### src/rtl/motoro3_pkg.sv
// Shared constants, FSM encoding and step-wrap helper for the 3-phase
// step/PWM sequencer.
package motoro3_pkg;

    localparam int STEP_NUM = 12;
    localparam int SPD_W    = 25;
    localparam int PWM_W    = 12;
    localparam int PL_W     = 16;
    localparam int STEP_W   = 4;

    localparam logic [STEP_W-1:0] STEP_LAST = STEP_W'(STEP_NUM - 1);
    localparam logic [STEP_W-1:0] STEP_ZERO = {STEP_W{1'b0}};
    localparam logic [STEP_W-1:0] STEP_ONE  = {{(STEP_W-1){1'b0}}, 1'b1};

    typedef enum logic [0:0] {
        IDLE = 1'b0,
        RUN  = 1'b1
    } m3_state_e;

    // Out-of-range indices fold back onto a legal step instead of running away.
    function automatic logic [STEP_W-1:0] step_next(
        input logic [STEP_W-1:0] cur,
        input logic              dir
    );
        logic [STEP_W-1:0] nxt;
        if (dir) begin
            if (cur >= STEP_LAST) begin
                nxt = STEP_ZERO;
            end else begin
                nxt = cur + STEP_ONE;
            end
        end else begin
            if ((cur == STEP_ZERO) || (cur > STEP_LAST)) begin
                nxt = STEP_LAST;
            end else begin
                nxt = cur - STEP_ONE;
            end
        end
        return nxt;
    endfunction

endpackage

### src/rtl/motoro3_pwm_period_gen.sv
// PWM period counter with a period-aligned on-length latch, so a new
// on-length only takes effect at the start of the next period.
module motoro3_pwm_period_gen
    import motoro3_pkg::*;
(
    input  logic             clk,
    input  logic             rst,
    input  logic             start,
    input  logic             run,
    input  logic [PWM_W-1:0] pwm_len,
    input  logic [PL_W-1:0]  pl_len,
    output logic             pwm_out,
    output logic             period_start
);

    localparam logic [PWM_W-1:0] CNT_ZERO = {PWM_W{1'b0}};
    localparam logic [PWM_W-1:0] CNT_ONE  = {{(PWM_W-1){1'b0}}, 1'b1};

    logic [PWM_W-1:0] pwm_cnt_r;
    logic [PL_W-1:0]  pl_latch_r;
    logic             pwm_out_r;
    logic             period_start_r;

    logic [PWM_W-1:0] pwm_cnt_s;
    logic [PL_W-1:0]  pl_latch_s;
    logic             pwm_out_s;
    logic             period_start_s;
    logic             len_nz_s;
    logic             wrap_s;
    logic [PL_W-1:0]  cnt_ext_s;

    assign len_nz_s  = (pwm_len != CNT_ZERO);
    // The +1 is done one bit wider so a shrunk period wraps instead of overflowing.
    assign wrap_s    = ({1'b0, pwm_cnt_r} + {1'b0, CNT_ONE}) >= {1'b0, pwm_len};
    assign cnt_ext_s = {{(PL_W-PWM_W){1'b0}}, pwm_cnt_r};

    // Next values for counter, latch, gate and period-start pulse.
    always_comb begin
        pwm_cnt_s      = pwm_cnt_r;
        pl_latch_s     = pl_latch_r;
        pwm_out_s      = 1'b0;
        period_start_s = 1'b0;
        if (start) begin
            pwm_cnt_s      = CNT_ZERO;
            pl_latch_s     = pl_len;
            period_start_s = len_nz_s;
        end else if (run && len_nz_s) begin
            pwm_out_s = (cnt_ext_s < pl_latch_r);
            if (wrap_s) begin
                pwm_cnt_s      = CNT_ZERO;
                pl_latch_s     = pl_len;
                period_start_s = 1'b1;
            end else begin
                pwm_cnt_s      = pwm_cnt_r + CNT_ONE;
                period_start_s = 1'b0;
            end
        end else begin
            pwm_cnt_s = CNT_ZERO;
        end
    end

    // Period state and registered outputs.
    always_ff @(posedge clk) begin
        if (rst) begin
            pwm_cnt_r      <= CNT_ZERO;
            pl_latch_r     <= {PL_W{1'b0}};
            pwm_out_r      <= 1'b0;
            period_start_r <= 1'b0;
        end else begin
            pwm_cnt_r      <= pwm_cnt_s;
            pl_latch_r     <= pl_latch_s;
            pwm_out_r      <= pwm_out_s;
            period_start_r <= period_start_s;
        end
    end

    assign pwm_out      = pwm_out_r;
    assign period_start = period_start_r;

endmodule

### src/rtl/motoro3_step_pwm_sequencer.sv
// Commutation step sequencer: run/idle FSM, step-length counter and step
// index, wrapped around the PWM period generator.
module motoro3_step_pwm_sequencer
    import motoro3_pkg::*;
(
    input  logic              clk,
    input  logic              rst,
    input  logic              m3r_enable,
    input  logic              m3r_dir,
    input  logic [SPD_W-1:0]  m3r_stepCNT_speedSET,
    input  logic [PWM_W-1:0]  m3r_pwmLenWant,
    input  logic [PL_W-1:0]   plLen,
    output logic [STEP_W-1:0] lcStep,
    output logic              stepTick,
    output logic              pwmOut,
    output logic              pwmPeriodStart
);

    localparam logic [SPD_W-1:0] SCNT_ZERO = {SPD_W{1'b0}};
    localparam logic [SPD_W-1:0] SCNT_ONE  = {{(SPD_W-1){1'b0}}, 1'b1};

    m3_state_e         state_r;
    m3_state_e         state_s;
    logic              start_s;
    logic              run_s;

    logic [SPD_W-1:0]  step_cnt_r;
    logic [STEP_W-1:0] lc_step_r;
    logic              step_tick_r;
    logic [SPD_W-1:0]  step_cnt_s;
    logic [STEP_W-1:0] lc_step_s;
    logic              step_tick_s;
    logic [SPD_W:0]    step_lim_s;
    logic              stall_s;

    // FSM state register.
    always_ff @(posedge clk) begin
        if (rst) begin
            state_r <= IDLE;
        end else begin
            state_r <= state_s;
        end
    end

    // FSM next-state logic.
    always_comb begin
        state_s = state_r;
        case (state_r)
            IDLE:    state_s = m3r_enable ? RUN : IDLE;
            RUN:     state_s = m3r_enable ? RUN : IDLE;
            default: state_s = IDLE;
        endcase
    end

    // FSM decode: start marks the IDLE->RUN edge, run is a RUN cycle that stays in RUN.
    always_comb begin
        start_s = 1'b0;
        run_s   = 1'b0;
        case (state_r)
            IDLE:    start_s = m3r_enable;
            RUN:     run_s   = m3r_enable;
            default: begin
                start_s = 1'b0;
                run_s   = 1'b0;
            end
        endcase
    end

    assign step_lim_s = {1'b0, m3r_stepCNT_speedSET} - {1'b0, SCNT_ONE};
    assign stall_s    = (m3r_stepCNT_speedSET <= SCNT_ONE);

    // Step counter and index advance; >= lets a shortened step end at once.
    always_comb begin
        step_cnt_s  = SCNT_ZERO;
        lc_step_s   = lc_step_r;
        step_tick_s = 1'b0;
        if (run_s && !stall_s) begin
            if ({1'b0, step_cnt_r} >= step_lim_s) begin
                step_cnt_s  = SCNT_ZERO;
                lc_step_s   = step_next(lc_step_r, m3r_dir);
                step_tick_s = 1'b1;
            end else begin
                step_cnt_s  = step_cnt_r + SCNT_ONE;
            end
        end else begin
            step_cnt_s = SCNT_ZERO;
        end
    end

    // Step state and registered step outputs.
    always_ff @(posedge clk) begin
        if (rst) begin
            step_cnt_r  <= SCNT_ZERO;
            lc_step_r   <= STEP_ZERO;
            step_tick_r <= 1'b0;
        end else begin
            step_cnt_r  <= step_cnt_s;
            lc_step_r   <= lc_step_s;
            step_tick_r <= step_tick_s;
        end
    end

    motoro3_pwm_period_gen u_pwm (
        .clk          (clk),
        .rst          (rst),
        .start        (start_s),
        .run          (run_s),
        .pwm_len      (m3r_pwmLenWant),
        .pl_len       (plLen),
        .pwm_out      (pwmOut),
        .period_start (pwmPeriodStart)
    );

    assign lcStep   = lc_step_r;
    assign stepTick = step_tick_r;

endmodule

### config.mk
export PLATFORM = sky130hd
export DESIGN_NAME = motoro3_step_pwm_sequencer
export DESIGN_NICKNAME = d
export VERILOG_FILES = /design/src/rtl/motoro3_pkg.sv /design/src/rtl/motoro3_pwm_period_gen.sv /design/src/rtl/motoro3_step_pwm_sequencer.sv
export SDC_FILE = /design/constraint.sdc
export NUM_CORES = 1
export LEC_CHECK = 0
export ABC_AREA = 1
export BUFFER_PORTS_ARGS = -buffer_cell sky130_fd_sc_hd__clkbuf_2
export CAP_MARGIN = 20
export CORE_ASPECT_RATIO = 0.9
export CORE_MARGIN = 2
export CORE_UTILIZATION = 63
export DETAILED_ROUTE_END_ITERATION = 8
export PLACE_DENSITY = 0.86
export SLEW_MARGIN = 10
export SYNTH_ARGS = -nofsm -noshare
export SYNTH_HDL_FRONTEND = slang
export SYNTH_SLANG_ARGS = --single-unit
### constraint.sdc
create_clock -name clk -period 8.9 [get_ports clk]
set_clock_uncertainty 0.15 [all_clocks]
set_input_delay 1.78 -clock clk [delete_from_list [all_inputs] [get_ports clk]]
set_output_delay 1.78 -clock clk [all_outputs]
set_load 0.01 [all_outputs]
==> reports/results.ini <==
[layout]
num-nets-final = 881
layout-drive-gt1-share = 0.1394
syn2layout_area_growth_pct = 12.44
fillCellCount = 603
diodes = 0

[synthesis]
yosys.area_share.simple = 0.3363
syn-mean-instance-area_sq_um = 6.774
synth-compound-area-share = 0.07357
syn_nets = 819
ys_seq_area_frac = 0.2546
ys.flop_type = dfxtp_1
ys_seq_elements = 61
ys_types = 39
synth_top_family_by_area = simple AND/OR/NAND/NOR gates
synthMuxAreaShare = 0
synthCells = 708
synthXorXnorAreaFrac = 0.08583
ys_warn_count = 0
async_reset_ff_frac = 0
synth_area_sq_mm = 0.004796
synth_edf_count = 0
synthAdderAreaFrac = 0.1409

[die]
num_rows = 30
dieArea_sq_mm = 0.008327
initial_core_util = 0.6420
fp.dieW_um = 95.97
coreArea_sq_mm = 0.007470
dieHeight_um = 86.77
io_pins = 64

[clock_tree]
clkTransAtPathRegs_ps = 70
cts.repair.resized = 0
post_cts_buffers = 0
ctsHoldBuffers = 0
root_buffer = clkbuf_8
clockBufferDepth = 2
clock_latency_ps = 350
cts_sinks = 61
cts_tree = built
cts-htree-levels = 3
cts_buffers = 9

[critical_path]
required_ps = 9010
start_kind = input port
cp.arrival_ps = 4830
critPathCaptureType = flip-flop
worst-path-max-fanout = 25
critPathKind = input port to flip-flop
reg2regPathDepth = 18

[timing]
finalHoldViolations = 0
period_share = 0.5301
finalSetupTns_ps = 0
slew_viol_final = 0
rsz0062_at_grt = no
relSlewSlack = 0.3383
tightestPinTransition_ps = 990.2
fmaxAchievable_ghz = 0.2120
holdWs_ps = 337.9
setup_viol = 0
period_needed_ps = 4717

[job]
cap_violations = 0

[global_routing]
overflow = 0
grt_pass1_wl_mm = 18.06
grt_max_degree = 34
gr-usage-all-layers = 0.2739
grt_pass1_vias = 4215
antenna_found_initial = 0

[detailed_routing]
ant_nets = 0
dr.first_iter.drc_count = 193
first_pass_iters = 5
wl_per_cell_um = 12.43
vias = 4578
routed_wl_mm = 10.82
drc = 0
vias_per_cell = 5.256

[min_path]
min_path_type = flip-flop to flip-flop
worst_hold_path.num_cells = 2

[pwr]
p_switching_uw = 161.3
intPower_uw = 482.7
finalPower_uw = 644.0
comb_power_share = 0.124
power_frac_clock = 0.438
pwr-share-seq = 0.438
ir_drop_uv = 117.2
p_leak_nw = 2.689
p_sw_frac = 0.2505
p_per_area_mw_per_mm2 = 119.4

[placement]
hpwlAfterDp_mm = 8.340
placement.io_buffers = 63
globalplace.congestion = 0.9951

[run_status]
status = finished clean

-- registers in the layout, indices dropped and copies added (netlist names) --
signal,cells
lcStep,4
state_r,1
stepTick,1
step_cnt_r,25
u_pwm.period_start,1
u_pwm.pl_latch_r,16
u_pwm.pwm_cnt_r,12
u_pwm.pwm_out,1
-- metal layers --
| layer | vias up | track usage | routed length, um |
|---|---|---|---|
| met1 | 2088 | 0.3678 | 5134 |
| met3 | 21 | 0.05043 | 444 |
| met4 | 0 | 0.08052 | 147 |
| met2 | 97 | 0.4488 | 5097 |
| met5 | - | 0 | 0 |
| li1 | 2372 | - | - |
-- power by group through the flow --
stage	clock network, mW	registers [mW]	logic, mW
after floorplan	0	0.288	0.0520
final	0.282	0.282	0.0796
after CTS	0.285	0.282	0.0795
after global routing	0.296	0.283	0.0915
after detailed placement	0	0.288	0.0789
after global placement	0	0.288	0.0754
-- final timing paths --
path	slack [ps]	start	to
setup / recovery	4180	m3r_stepCNT_speedSET[0]	step_cnt_r[5]
hold / removal	340	u_pwm.pl_latch_r[7]	u_pwm.pl_latch_r[7]
setup reg to reg	5170	u_pwm.pwm_cnt_r[0]	u_pwm.pl_latch_r[8]
hold reg to reg	340	u_pwm.pl_latch_r[7]	u_pwm.pl_latch_r[7]
-- metrics by stage --
stage | std cells | worst slack, ps | instance area (sq um) | utilization
6_report | 871 | 4183 | 5393 | 0.7219
3_5_place_dp | 855 | 3862 | 5167 | 0.6918
4_1_cts | 871 | 4190 | 5393 | 0.7219
3_3_place_gp | 855 | 4013 | 5167 | 0.6918
5_1_grt | 871 | 3869 | 5393 | 0.7219
2_1_floorplan | 708 | 4465 | 4796 | -
-- area by class of cell --
class	instances	area, sq um	share of cell area
Multi-Input combinational cell	513	3053	0.5661
Clock inverter	4	70.07	0.01299
Sequential cell	61	1221	0.2264
Clock buffer	12	155.1	0.02877
Tap cell	96	120.1	0.02227
Timing Repair Buffer	63	315.3	0.05847
Inverter	122	457.9	0.08492
-- cells in the mapped netlist, types with 4 or more instances --
library cell  number  area, sq um
nand2_1          124        465.5
inv_1            122        457.9
nor2_1           112        420.4
dfxtp_1           61         1221
ha_1              54        675.7
a21oi_1           43        215.2
nand3_1           40        200.2
xor2_1            32        280.3
nor3_1            17        85.08
xnor2_1           15        131.4
nand4_1           12        75.07
o21ai_0           11        55.05
nor4_1             8        50.05
clkbuf_1           6        22.52
nand2_2            6        37.54
nor2_2             5        31.28
or2_2              4        25.02
-- worst max-delay path, cell delays in order --
cell,delay [ps]
clkbuf_2,100
inv_1,160
ha_1,220
nand2_1,170
nor4_1,570
nand3_1,160
xnor2_1,170
inv_1,60
ha_1,270
nand2_1,80
o21ai_0,100
a21oi_1,200
nand2_1,90
nand2_2,90
nand4_4,330
nor3_1,270
-- cells by family after synthesis --
family	after synthesis
simple gates	347
flops	61
compound gates	65
fa+ha+maj	54
xor+xnor	47
buf+inv	134
-- layout by cell type, fill, tap and decap left out, types with 4 or more instances in the layout --
| cell | instances |
|---|---|
| ha_1 | 54 |
| nand3_1 | 40 |
| nand2_2 | 6 |
| nor2_1 | 112 |
| nor2_2 | 5 |
| clkbuf_2 | 63 |
| inv_1 | 122 |
| nor4_1 | 8 |
| nand2_1 | 124 |
| dfxtp_1 | 61 |
| nor3_1 | 17 |
| xnor2_1 | 15 |
| nand4_1 | 12 |
| o21ai_0 | 11 |
| xor2_1 | 32 |
| clkbuf_8 | 11 |
| a21oi_1 | 43 |
| or2_2 | 4 |
No activity file was read; power rests on OpenSTA's default activity.
